===== src/rtl/alu_arbiter_if.sv =====
// alu_arbiter_if: two-requester ALU request bus plus shared response channel
interface alu_arbiter_if #(parameter int DW = 32);
    logic          req0_valid, req1_valid, req0_ready, req1_ready;
    logic [DW-1:0] req0_src1, req0_src2, req1_src1, req1_src2;
    logic [3:0]    req0_ctrl, req1_ctrl;
    logic          rsp_valid, rsp_ready, rsp_id;
    logic [DW-1:0] result;
    logic          zero, cout, overflow, busy;
    modport slave (
        input  req0_valid, req1_valid, req0_src1, req0_src2, req1_src1, req1_src2,
        input  req0_ctrl, req1_ctrl, rsp_ready,
        output req0_ready, req1_ready, rsp_valid, rsp_id, result, zero, cout, overflow, busy
    );
    modport master (
        output req0_valid, req1_valid, req0_src1, req0_src2, req1_src1, req1_src2,
        output req0_ctrl, req1_ctrl, rsp_ready,
        input  req0_ready, req1_ready, rsp_valid, rsp_id, result, zero, cout, overflow, busy
    );
endinterface


===== src/rtl/alu_arbiter.sv =====
// alu_arbiter: round-robin arbitration of two requesters onto one ALU with a registered response
module alu_arbiter #(parameter int DW = 32) (
    input logic clk_i,
    input logic rst_i,
    alu_arbiter_if.slave bus
);
    typedef enum logic [1:0] {IDLE, EXEC, RESP} state_t;
    state_t        state_q, state_d;
    logic          rr_q, rr_d, id_q, id_d, rsp_id_q, rsp_id_d;
    logic [DW-1:0] src1_q, src1_d, src2_q, src2_d, result_q, result_d, alu_res;
    logic [3:0]    ctrl_q, ctrl_d;
    logic          rsp_valid_q, rsp_valid_d, zero_q, zero_d, cout_q, cout_d, ovf_q, ovf_d;
    logic          grant1, accept, exec, alu_c, alu_v, ovf_add, ovf_sub;
    logic [DW:0]   sum, diff;

    // rr names the requester that wins when both are valid
    assign grant1         = bus.req1_valid & (~bus.req0_valid | rr_q);
    assign accept         = (state_q == IDLE) & ~rst_i & (bus.req0_valid | bus.req1_valid);
    assign exec           = state_q == EXEC;
    assign bus.req0_ready = accept & ~grant1;
    assign bus.req1_ready = accept & grant1;
    assign bus.busy       = state_q != IDLE;
    assign bus.rsp_valid  = rsp_valid_q;
    assign bus.rsp_id     = rsp_id_q;
    assign bus.result     = result_q;
    assign bus.zero       = zero_q;
    assign bus.cout       = cout_q;
    assign bus.overflow   = ovf_q;

    always_comb begin
        sum     = {1'b0, src1_q} + {1'b0, src2_q};
        diff    = {1'b0, src1_q} + {1'b0, ~src2_q} + (DW+1)'(1);
        ovf_add = (src1_q[DW-1] == src2_q[DW-1]) & (sum[DW-1] != src1_q[DW-1]);
        ovf_sub = (src1_q[DW-1] != src2_q[DW-1]) & (diff[DW-1] != src1_q[DW-1]);
        alu_res = '0;
        alu_c   = 1'b0;
        alu_v   = 1'b0;
        case (ctrl_q)
            4'b0000: alu_res = src1_q & src2_q;
            4'b0001: alu_res = src1_q | src2_q;
            4'b0010: {alu_c, alu_res, alu_v} = {sum, ovf_add};
            4'b0110: {alu_c, alu_res, alu_v} = {diff, ovf_sub};
            4'b1100: alu_res = ~(src1_q | src2_q);
            4'b1101: alu_res = ~(src1_q & src2_q);
            4'b0111: alu_res = {{(DW-1){1'b0}}, diff[DW-1] ^ ovf_sub};
            default: alu_res = '0;
        endcase
    end

    always_comb begin
        state_d     = accept ? EXEC : exec ? RESP : (state_q == RESP && bus.rsp_ready) ? IDLE : state_q;
        rr_d        = accept ? ~grant1 : rr_q;
        id_d        = accept ? grant1 : id_q;
        src1_d      = accept ? (grant1 ? bus.req1_src1 : bus.req0_src1) : src1_q;
        src2_d      = accept ? (grant1 ? bus.req1_src2 : bus.req0_src2) : src2_q;
        ctrl_d      = accept ? (grant1 ? bus.req1_ctrl : bus.req0_ctrl) : ctrl_q;
        rsp_valid_d = exec | (rsp_valid_q & ~bus.rsp_ready);
        rsp_id_d    = exec ? id_q : rsp_id_q;
        result_d    = exec ? alu_res : result_q;
        zero_d      = exec ? (alu_res == '0) : zero_q;
        cout_d      = exec ? alu_c : cout_q;
        ovf_d       = exec ? alu_v : ovf_q;
    end

    always_ff @(posedge clk_i) begin
        if (rst_i) begin
            state_q     <= IDLE;
            rr_q        <= 1'b0;
            id_q        <= 1'b0;
            src1_q      <= '0;
            src2_q      <= '0;
            ctrl_q      <= '0;
            rsp_valid_q <= 1'b0;
            rsp_id_q    <= 1'b0;
            result_q    <= '0;
            zero_q      <= 1'b0;
            cout_q      <= 1'b0;
            ovf_q       <= 1'b0;
        end else begin
            state_q     <= state_d;
            rr_q        <= rr_d;
            id_q        <= id_d;
            src1_q      <= src1_d;
            src2_q      <= src2_d;
            ctrl_q      <= ctrl_d;
            rsp_valid_q <= rsp_valid_d;
            rsp_id_q    <= rsp_id_d;
            result_q    <= result_d;
            zero_q      <= zero_d;
            cout_q      <= cout_d;
            ovf_q       <= ovf_d;
        end
    end
endmodule


===== src/flat_wrapper.sv =====
// flat-port wrapper written by rule: the top's interface ports become plain ports
module alu_arbiter_flat 
#(parameter int DW = 32)
  (clk_i, rst_i, bus_req0_valid, bus_req1_valid, bus_req0_src1, bus_req0_src2, bus_req1_src1, bus_req1_src2, bus_req0_ctrl, bus_req1_ctrl, bus_rsp_ready, bus_req0_ready, bus_req1_ready, bus_rsp_valid, bus_rsp_id, bus_result, bus_zero, bus_cout, bus_overflow, bus_busy);
  alu_arbiter_if #(.DW(DW)) bus_i ();
  input logic clk_i;
  input logic rst_i;
  input wire logic [$bits(bus_i.req0_valid)-1:0] bus_req0_valid;
  input wire logic [$bits(bus_i.req1_valid)-1:0] bus_req1_valid;
  input wire logic [$bits(bus_i.req0_src1)-1:0] bus_req0_src1;
  input wire logic [$bits(bus_i.req0_src2)-1:0] bus_req0_src2;
  input wire logic [$bits(bus_i.req1_src1)-1:0] bus_req1_src1;
  input wire logic [$bits(bus_i.req1_src2)-1:0] bus_req1_src2;
  input wire logic [$bits(bus_i.req0_ctrl)-1:0] bus_req0_ctrl;
  input wire logic [$bits(bus_i.req1_ctrl)-1:0] bus_req1_ctrl;
  input wire logic [$bits(bus_i.rsp_ready)-1:0] bus_rsp_ready;
  output wire logic [$bits(bus_i.req0_ready)-1:0] bus_req0_ready;
  output wire logic [$bits(bus_i.req1_ready)-1:0] bus_req1_ready;
  output wire logic [$bits(bus_i.rsp_valid)-1:0] bus_rsp_valid;
  output wire logic [$bits(bus_i.rsp_id)-1:0] bus_rsp_id;
  output wire logic [$bits(bus_i.result)-1:0] bus_result;
  output wire logic [$bits(bus_i.zero)-1:0] bus_zero;
  output wire logic [$bits(bus_i.cout)-1:0] bus_cout;
  output wire logic [$bits(bus_i.overflow)-1:0] bus_overflow;
  output wire logic [$bits(bus_i.busy)-1:0] bus_busy;
  assign bus_i.req0_valid = bus_req0_valid;
  assign bus_i.req1_valid = bus_req1_valid;
  assign bus_i.req0_src1 = bus_req0_src1;
  assign bus_i.req0_src2 = bus_req0_src2;
  assign bus_i.req1_src1 = bus_req1_src1;
  assign bus_i.req1_src2 = bus_req1_src2;
  assign bus_i.req0_ctrl = bus_req0_ctrl;
  assign bus_i.req1_ctrl = bus_req1_ctrl;
  assign bus_i.rsp_ready = bus_rsp_ready;
  assign bus_req0_ready = bus_i.req0_ready;
  assign bus_req1_ready = bus_i.req1_ready;
  assign bus_rsp_valid = bus_i.rsp_valid;
  assign bus_rsp_id = bus_i.rsp_id;
  assign bus_result = bus_i.result;
  assign bus_zero = bus_i.zero;
  assign bus_cout = bus_i.cout;
  assign bus_overflow = bus_i.overflow;
  assign bus_busy = bus_i.busy;
  alu_arbiter #(.DW(DW)) u_core (.clk_i(clk_i), .rst_i(rst_i), .bus(bus_i));
endmodule

===== config.mk =====
export PLATFORM = sky130hd
export DESIGN_NAME = alu_arbiter_flat
export DESIGN_NICKNAME = d
export VERILOG_FILES = /design/src/rtl/alu_arbiter_if.sv /design/src/rtl/alu_arbiter.sv /design/src/flat_wrapper.sv
export SDC_FILE = /design/constraint.sdc
export NUM_CORES = 1
export LEC_CHECK = 0
export ABC_AREA = 1
export ABC_CLOCK_PERIOD_IN_PS = 3900
export CAP_MARGIN = 20
export CORE_ASPECT_RATIO = 2
export CORE_MARGIN = 1.5
export CORE_UTILIZATION = 50
export CTS_CLUSTER_SIZE = 16
export DETAILED_ROUTE_END_ITERATION = 6
export PLACE_DENSITY = 0.81
export SYNTH_ARGS = -nofsm -noshare
export SYNTH_HDL_FRONTEND = slang
export SYNTH_SLANG_ARGS = --single-unit

===== constraint.sdc =====
create_clock -name clk_i -period 3.9 [get_ports clk_i]
set_clock_uncertainty 0.05 [all_clocks]
set_input_delay 0.78 -clock clk_i [delete_from_list [all_inputs] [get_ports clk_i]]
set_output_delay 0.78 -clock clk_i [all_outputs]
set_load 0.05 [all_outputs]

==> metrics.csv, run 1 <==
stage,metric,value,unit
route,Top Layer Used,met4,
synth,most common cell in the netlist,nand2_1,
worst_setup_path,critical path arrival,3840,ps
finish,Syn-to-layout area delta,21.01,%
route,Routed Antenna Nets,0,
power_and_ir_drop,Lkg Pwr,6.679,nW
grt,initial antenna violation count,0,
sta,Worst Slack Setup Final,318.3,ps
clock_tree,Num Clock Sinks,109,
floorplanning,Die ar.,23020,um2
finish,fill cell count,2116,
grt,total grt overflow,0,
finish,Multi-input gate area,7133,um2
finish,share of post-route cells with drive strength above 1,0.05036,
sta,Max Freq,279.2,MHz
run,max-cap violations,0,
sta,Worst Tran Pin Value,1010,ps
synth,Mean Syn Cell Area,5.711,um2
worst_setup_path,"Slowest-stage cell, CP",fa_1,
route,drt first pass iters,6,
route,via count,13040,
synth,async set or reset register ratio after synthesis,0,
clock_tree,CTS tree,built,
floorplanning,Starting Density,0.5111,
route,starting DRC count in detailed routing,1081,
sta,Final period util,0.9184,
floorplanning,Horiz. Die Dim,108.0,um
synth,ys flop type,dfxtp_1,
synth,Ys Warns,0,
clock_tree,H-tree Lvls,3,
clock_tree,maximum clock insertion buffer count,2,
synth,"top cells by area, synth","nand2_1, dfxtp_1, inv_1, ha_1, nor2_1",
floorplanning,Die H,213.1,um
synth,Synth top area share,0.2225,
worst_setup_path,Crit path max-delay family,simple AND/OR/NAND/NOR gates,
sta,Rel. slew slack,0.3264,
finish,NumNets Final,2321,
grt,first-pass GRT wire length,68790,um
route,WL met3,2390,um
clock_tree,Clock Latency Late Sink,390,ps
sta,final setup vio count,0,
sta,Fin. Hold Viols,0,
synth,"FF+latch count, synth",109,
synth,syn nets,2173,
worst_setup_path,"most used cell, CP",nand2_1,
clock_tree,cts bufs inserted,9,
placed_design,IO buf count,180,
synth,synth cell count leaders,"nand2_1, inv_1, nor2_1",
route,met2 WL,24070,um
worst_setup_path,CP startpoint kind,flip-flop,
placed_design,RD Place Congestion,0.9991,
grt,vias in the first global route,12900,
finish,final cell count without fillers,2358,
route,drt wl/cell,19.61,um
placed_design,Placed Cells,2342,
worst_setup_path,Required @ worst endpoint,4160,ps
synth,Netlist cell types,39,
clock_tree,Root Buffer,clkbuf_16,
power_and_ir_drop,pwr dens,327.1,nW/um2
sta,fin. max-slew vios,0,
power_and_ir_drop,worst vdd ir,0.2752,mV
floorplanning,Rows,76,
sta,min Tclk post-route,3582,ps
placed_design,dpl hpwl,37170,um
sta,total negative slack,0,ps
floorplanning,Placeable Area,21590,um2
status,status,"finished, final reports clean",
synth,"EDFF count, synth",0,
worst_setup_path,kind of critical path,flip-flop to flip-flop,
route,DRC,0,
floorplanning,top-level I/O count,181,
route,Met1 Wirelength,14500,um
finish,register area,2182,um2
min_path,Worst Hold Class,flip-flop to flip-flop,
synth,gate count of the mapped netlist,1932,
worst_setup_path,"Max FO, Critical Path",9,
route,vias per cell,5.529,
worst_setup_path,crit end category,flip-flop,
worst_setup_path,critical-path cell list,inv_1 -> ha_2 -> inv_1 -> a21oi_1 -> nand2_1 -> nand2_1 -> nand3_1 -> nand2_1 -> nand2_1 -> a21oi_1 -> o21ai_1 -> fa_1 -> a221oi_1 -> nand4_1 -> nor2_1 -> nand3_1 -> a21oi_1,
placed_design,setup slack at placement,320.3,ps
sta,unrepaired setup endpoints after global routing,no,
finish,ant diodes,0,
grt,largest net degree at the start of global routing,92,
clock_tree,cts repair resizes,0,
synth,"area leader, netlist",nand2_1,
clock_tree,setup repair bufs after CTS,0,
grt,GRT Overall Usage,0.4081,
synth,mapped cell area,11030,um2
worst_setup_path,Slowest Stage Delay on Critical Path,480,ps
clock_tree,"Reg clk slew, reported paths",80,ps
route,final WL,46230,um
clock_tree,cts hold-fix bufs,0,
worst_setup_path,worst path bufs/invs,2,
synth,sequential fraction of the synthesis area,0.1978,
[metal layers]
layer / GRT usage / up-vias
met4: 0.3952 / 0
met3: 0.07448 / 219
met2: 0.7606 / 538
li1: - / 6347
met1: 0.3485 / 5933
met5: 0 / -
[cell usage in the layout, fill, tap and decap left out, types with 6 or more instances in the layout]
master,instances
buf_4,35
a21oi_1,52
inv_1,335
nand3_1,133
nor2_1,188
o22ai_1,24
nand4_1,18
o211ai_1,11
clkbuf_16,9
a221oi_1,19
o21bai_1,10
nand2_1,654
a211oi_1,6
nand2_2,11
dfxtp_1,109
inv_2,9
nor2_2,12
clkdlybuf4s50_1,177
o21ai_0,50
ha_1,96
a31oi_1,69
nor3_1,10
[report_power, final]
part           internal, mW  switching [mW]  leakage, nW
combinational         0.706            1.43         5.65
clock                 0.446           0.490        0.133
sequential             1.21          0.0842        0.893
[cell type report]
cell class / count / area share
repair buffers: 217 / 0.1587
multi-input cells: 1399 / 0.5342
flip-flops and latches: 109 / 0.1634
inverters: 344 / 0.09671
clock buffers: 10 / 0.01715
well taps: 273 / 0.02558
clock inverters: 6 / 0.004123
[worst register-to-register path, cell delays in order, from the launching register on]
cell and delay [ps]:
dfxtp_1 370, inv_1 80, ha_2 420, inv_1 100
a21oi_1 260, nand2_1 130, nand2_1 90, nand3_1 150
nand2_1 130, nand2_1 120, a21oi_1 160, o21ai_1 100
fa_1 480, a221oi_1 300, nand4_1 150, nor2_1 160
nand3_1 110, a21oi_1 150
[path summary, 6_finish.rpt]
| check | slack [ps] | cells past startpoint | to | from |
|---|---|---|---|---|
| max | 320 | 17 | u_core.bus.zero | u_core.src2_q[8] |
| min | 430 | 2 | u_core.bus.rsp_id | u_core.id_q |
| max reg2reg | 320 | 17 | u_core.bus.zero | u_core.src2_q[8] |
| min reg2reg | 430 | 2 | u_core.bus.rsp_id | u_core.id_q |
[flip-flops by register name, summed over array words and instances (netlist names), 2 cells and up]
register and count:
u_core.bus.result 32, u_core.src2_q 32, u_core.ctrl_q 4, u_core.state_q 2, u_core.src1_q 32
[logic make-up (layout without fill, tap and decap cells)]
family | Yosys count | after routing | synth area share
xor+xnor | 2 | 2 | 0.001588
compound gates | 251 | 251 | 0.1393
flops | 109 | 109 | 0.1978
buf+inv | 424 | 577 | 0.1584
simple gates | 1046 | 1046 | 0.3875
fa+ha+maj | 100 | 100 | 0.1154
[stage by stage]
stage | hold slack (ps) | util | cell area [um2] | power [mW]
floorplan | 379.5 | - | 11030 | 2.674
global placement | 394.6 | 0.6050 | 13060 | 3.387
detailed placement | 412.7 | 0.6050 | 13060 | 3.399
CTS | 425.9 | 0.6182 | 13340 | 4.327
global route | 442.0 | 0.6185 | 13350 | 4.606
finish | 426.9 | 0.6185 | 13350 | 4.368
(Power assumes the default switching activity.)
==> inputs of run 2 (changes only) <==
CORE_ASPECT_RATIO = 1.75   (was 2)
CORE_UTILIZATION = 56   (was 50)
PLACE_DENSITY = 0.88   (was 0.81)
==> metrics.csv, run 2 (synthesis gave the netlist of run 1 again) <==
stage,metric,value,unit,change
finish,share of post-route cells with drive strength above 1,0.04620,,-0.004161
grt,largest net degree at the start of global routing,92,,unchanged
sta,unrepaired setup endpoints after global routing,no,,
worst_setup_path,critical-path cell list,inv_1 -> ha_1 -> inv_1 -> nand2_1 -> nand2_1 -> nand2_1 -> nand2_1 -> inv_1 -> nand3_1 -> nand2_1 -> nand2_1 -> a21oi_1 -> o21ai_0 -> fa_1 -> o22ai_1 -> nor3_1 -> nand2_1 -> nor2_1 -> nand3_1 -> nor2_1 -> nand3_1 -> nor2_1 -> nand3_1 -> a21oi_1,,
grt,initial antenna violation count,0,,unchanged
worst_setup_path,"most used cell, CP",nand2_1,,
grt,GRT Overall Usage,0.4642,,+0.05602
floorplanning,Horiz. Die Dim,109.1,um,+0.99%
finish,Syn-to-layout area delta,20.21,%,
power_and_ir_drop,Net Switching,2.061,mW,+2.8%
clock_tree,Num Clock Sinks,109,,unchanged
worst_setup_path,kind of critical path,flip-flop to flip-flop,,
worst_setup_path,Slowest Stage Delay on Critical Path,450,ps,-30 ps
status,failing checks,DRC,,
finish,NumNets Final,2314,,-0.30%
floorplanning,Die H,188.7,um,-11%
route,drt wl/cell,20.11,um,+2.6%
run,max-cap violations,0,,unchanged
power_and_ir_drop,Power Internal,2.379,mW,+0.70%
grt,vias in the first global route,13550,,+5.0%
floorplanning,Starting Density,0.5747,,+0.06360
clock_tree,cts repair resizes,0,,unchanged
route,DRC,13,,+13
clock_tree,setup repair bufs after CTS,0,,unchanged
sta,Fin. Hold Viols,0,,unchanged
route,vias per cell,5.745,,+3.9%
floorplanning,Die ar.,20590,um2,-11%
sta,fin. max-slew vios,0,,unchanged
power_and_ir_drop,sequential power share,0.291,,-0.005
worst_setup_path,critical path arrival,3960,ps,+120 ps
clock_tree,maximum clock insertion buffer count,2,,unchanged
min_path,Worst Hold Class,flip-flop to flip-flop,,
clock_tree,"Reg clk slew, reported paths",80,ps,about the same
route,drt first pass iters,7,,+1
route,starting DRC count in detailed routing,1363,,+26%
power_and_ir_drop,Lkg Pwr,6.657,nW,-0.33%
grt,total grt overflow,0,,unchanged
power_and_ir_drop,pwr dens,334.8,nW/um2,+2.3%
finish,Finished Core Util,0.6909,,+0.07233
floorplanning,Placeable Area,19200,um2,-11%
power_and_ir_drop,switching share of total power,0.4642,,+0.005085
sta,Max Freq,270.6,MHz,-3.1%
clock_tree,Root Buffer,clkbuf_16,,
worst_setup_path,crit end category,flip-flop,,
sta,total negative slack,0,ps,unchanged
worst_setup_path,CP startpoint kind,flip-flop,,
grt,first-pass GRT wire length,70970,um,+3.2%
worst_setup_path,"Slowest-stage cell, CP",ha_1,,
clock_tree,cts bufs inserted,9,,unchanged
placed_design,RD Place Congestion,1.017,,+1.8%
placed_design,IO buf count,180,,unchanged
sta,final setup vio count,0,,unchanged
sta,Final period util,0.9475,,+0.02908
worst_setup_path,Required @ worst endpoint,4160,ps,about the same
finish,"most common cell after layout, fill and taps aside",nand2_1,,
route,Routed Antenna Nets,0,,unchanged
sta,min Tclk post-route,3695,ps,+113.4 ps
finish,ant diodes,0,,unchanged
sta,Rel. slew slack,0.3192,,-0.007204
clock_tree,Clock Latency Late Sink,390,ps,about the same
clock_tree,CTS tree,built,,
clock_tree,H-tree Lvls,3,,unchanged
power_and_ir_drop,Clock Power Share,0.222,,+0.008
power_and_ir_drop,worst vdd ir,0.2965,mV,+7.7%
route,via count,13320,,+2.2%
route,final WL,46630,um,+0.87%
power_and_ir_drop,combinational group share of total power,0.487,,-0.002
clock_tree,cts hold-fix bufs,0,,unchanged
finish,most frequent cells in the layout,"nand2_1, inv_1, nor2_1",,
floorplanning,Rows,67,,-12%
sta,Worst Tran Pin Value,1021,ps,+10.81 ps
placed_design,dpl hpwl,35770,um,-3.8%
status,status,"finished, violations left",,
worst_setup_path,"Max FO, Critical Path",8,,-1
floorplanning,top-level I/O count,181,,unchanged
run 2: changes by cell type in the layout (fill, tap and decap cells not counted):
cell        previous run  this run
clkbuf_1               1         0
o21ai_0               50        51
ha_1                  96        97
clkinv_8               0         1
buf_4                 35        29
nor2_2                12         9
ha_2                   1         0
o21ai_1                3         2
clkbuf_8               0         1
clkinvlp_4             2         1
buf_12                 4         3
nor2_4                 2         3
nor2_1               188       190
run 2: critical path: cells and delay by family (launching register included):
kind                       cells  cell delay, ps
AOI/OAI and AO/OA              4             560
adders and majority gates      2             700
DFF                            1             370
and+or+nand+nor               15            1640
buffers and inverters          3             290
run 2: area by class of cell:
type                            count  area [um2]
Clock buffer                       10       239.0
Clock inverter                      6       63.81
Fill cell                        1691        5934
Inverter                          344        1291
Multi-Input combinational cell   1399        7131
Sequential cell                   109        2182
Tap cell                          241       301.5
Timing Repair Buffer              210        2054
run 2: per-stage QoR:
stage	instance area [um2]	instances	hold WS [ps]	setup WS, ps	total power, mW
6_report	13260	2319	431.5	204.9	4.440
5_1_grt	13260	2319	464.5	8.952	4.663
4_1_cts	13260	2319	424.4	383.4	4.360
3_5_place_dp	12950	2303	413.4	431.0	3.391
3_3_place_gp	12950	2303	395.1	540.5	3.354
2_1_floorplan	11030	1932	379.5	908.0	2.674
run 2: routing by layer:
metal	vias up	global-route usage	part of all wire
li1	6327	-	-
met1	5983	0.4226	0.31
met2	702	0.7695	0.47
met3	310	0.1311	0.085
met4	0	0.4995	0.13
met5	-	0	0
run 2: worst paths after layout:
kind	from	to	depth (start not counted)	slack [ps]
max reg2reg	u_core.src2_q[10]	u_core.bus.zero	24	200
min	u_core.id_q	u_core.bus.rsp_id	2	430
min reg2reg	u_core.id_q	u_core.bus.rsp_id	2	430
max	u_core.src2_q[10]	u_core.bus.zero	24	200
run 2: power groups by stage:
| stage | clock network [mW] | logic (mW) | registers [mW] |
|---|---|---|---|
| after global placement | 0 | 2.05 | 1.31 |
| after floorplan | 0 | 1.24 | 1.43 |
| final | 0.984 | 2.16 | 1.29 |
| after CTS | 0.980 | 2.09 | 1.29 |
| after global routing | 1.01 | 2.35 | 1.30 |
| after detailed placement | 0 | 2.08 | 1.31 |
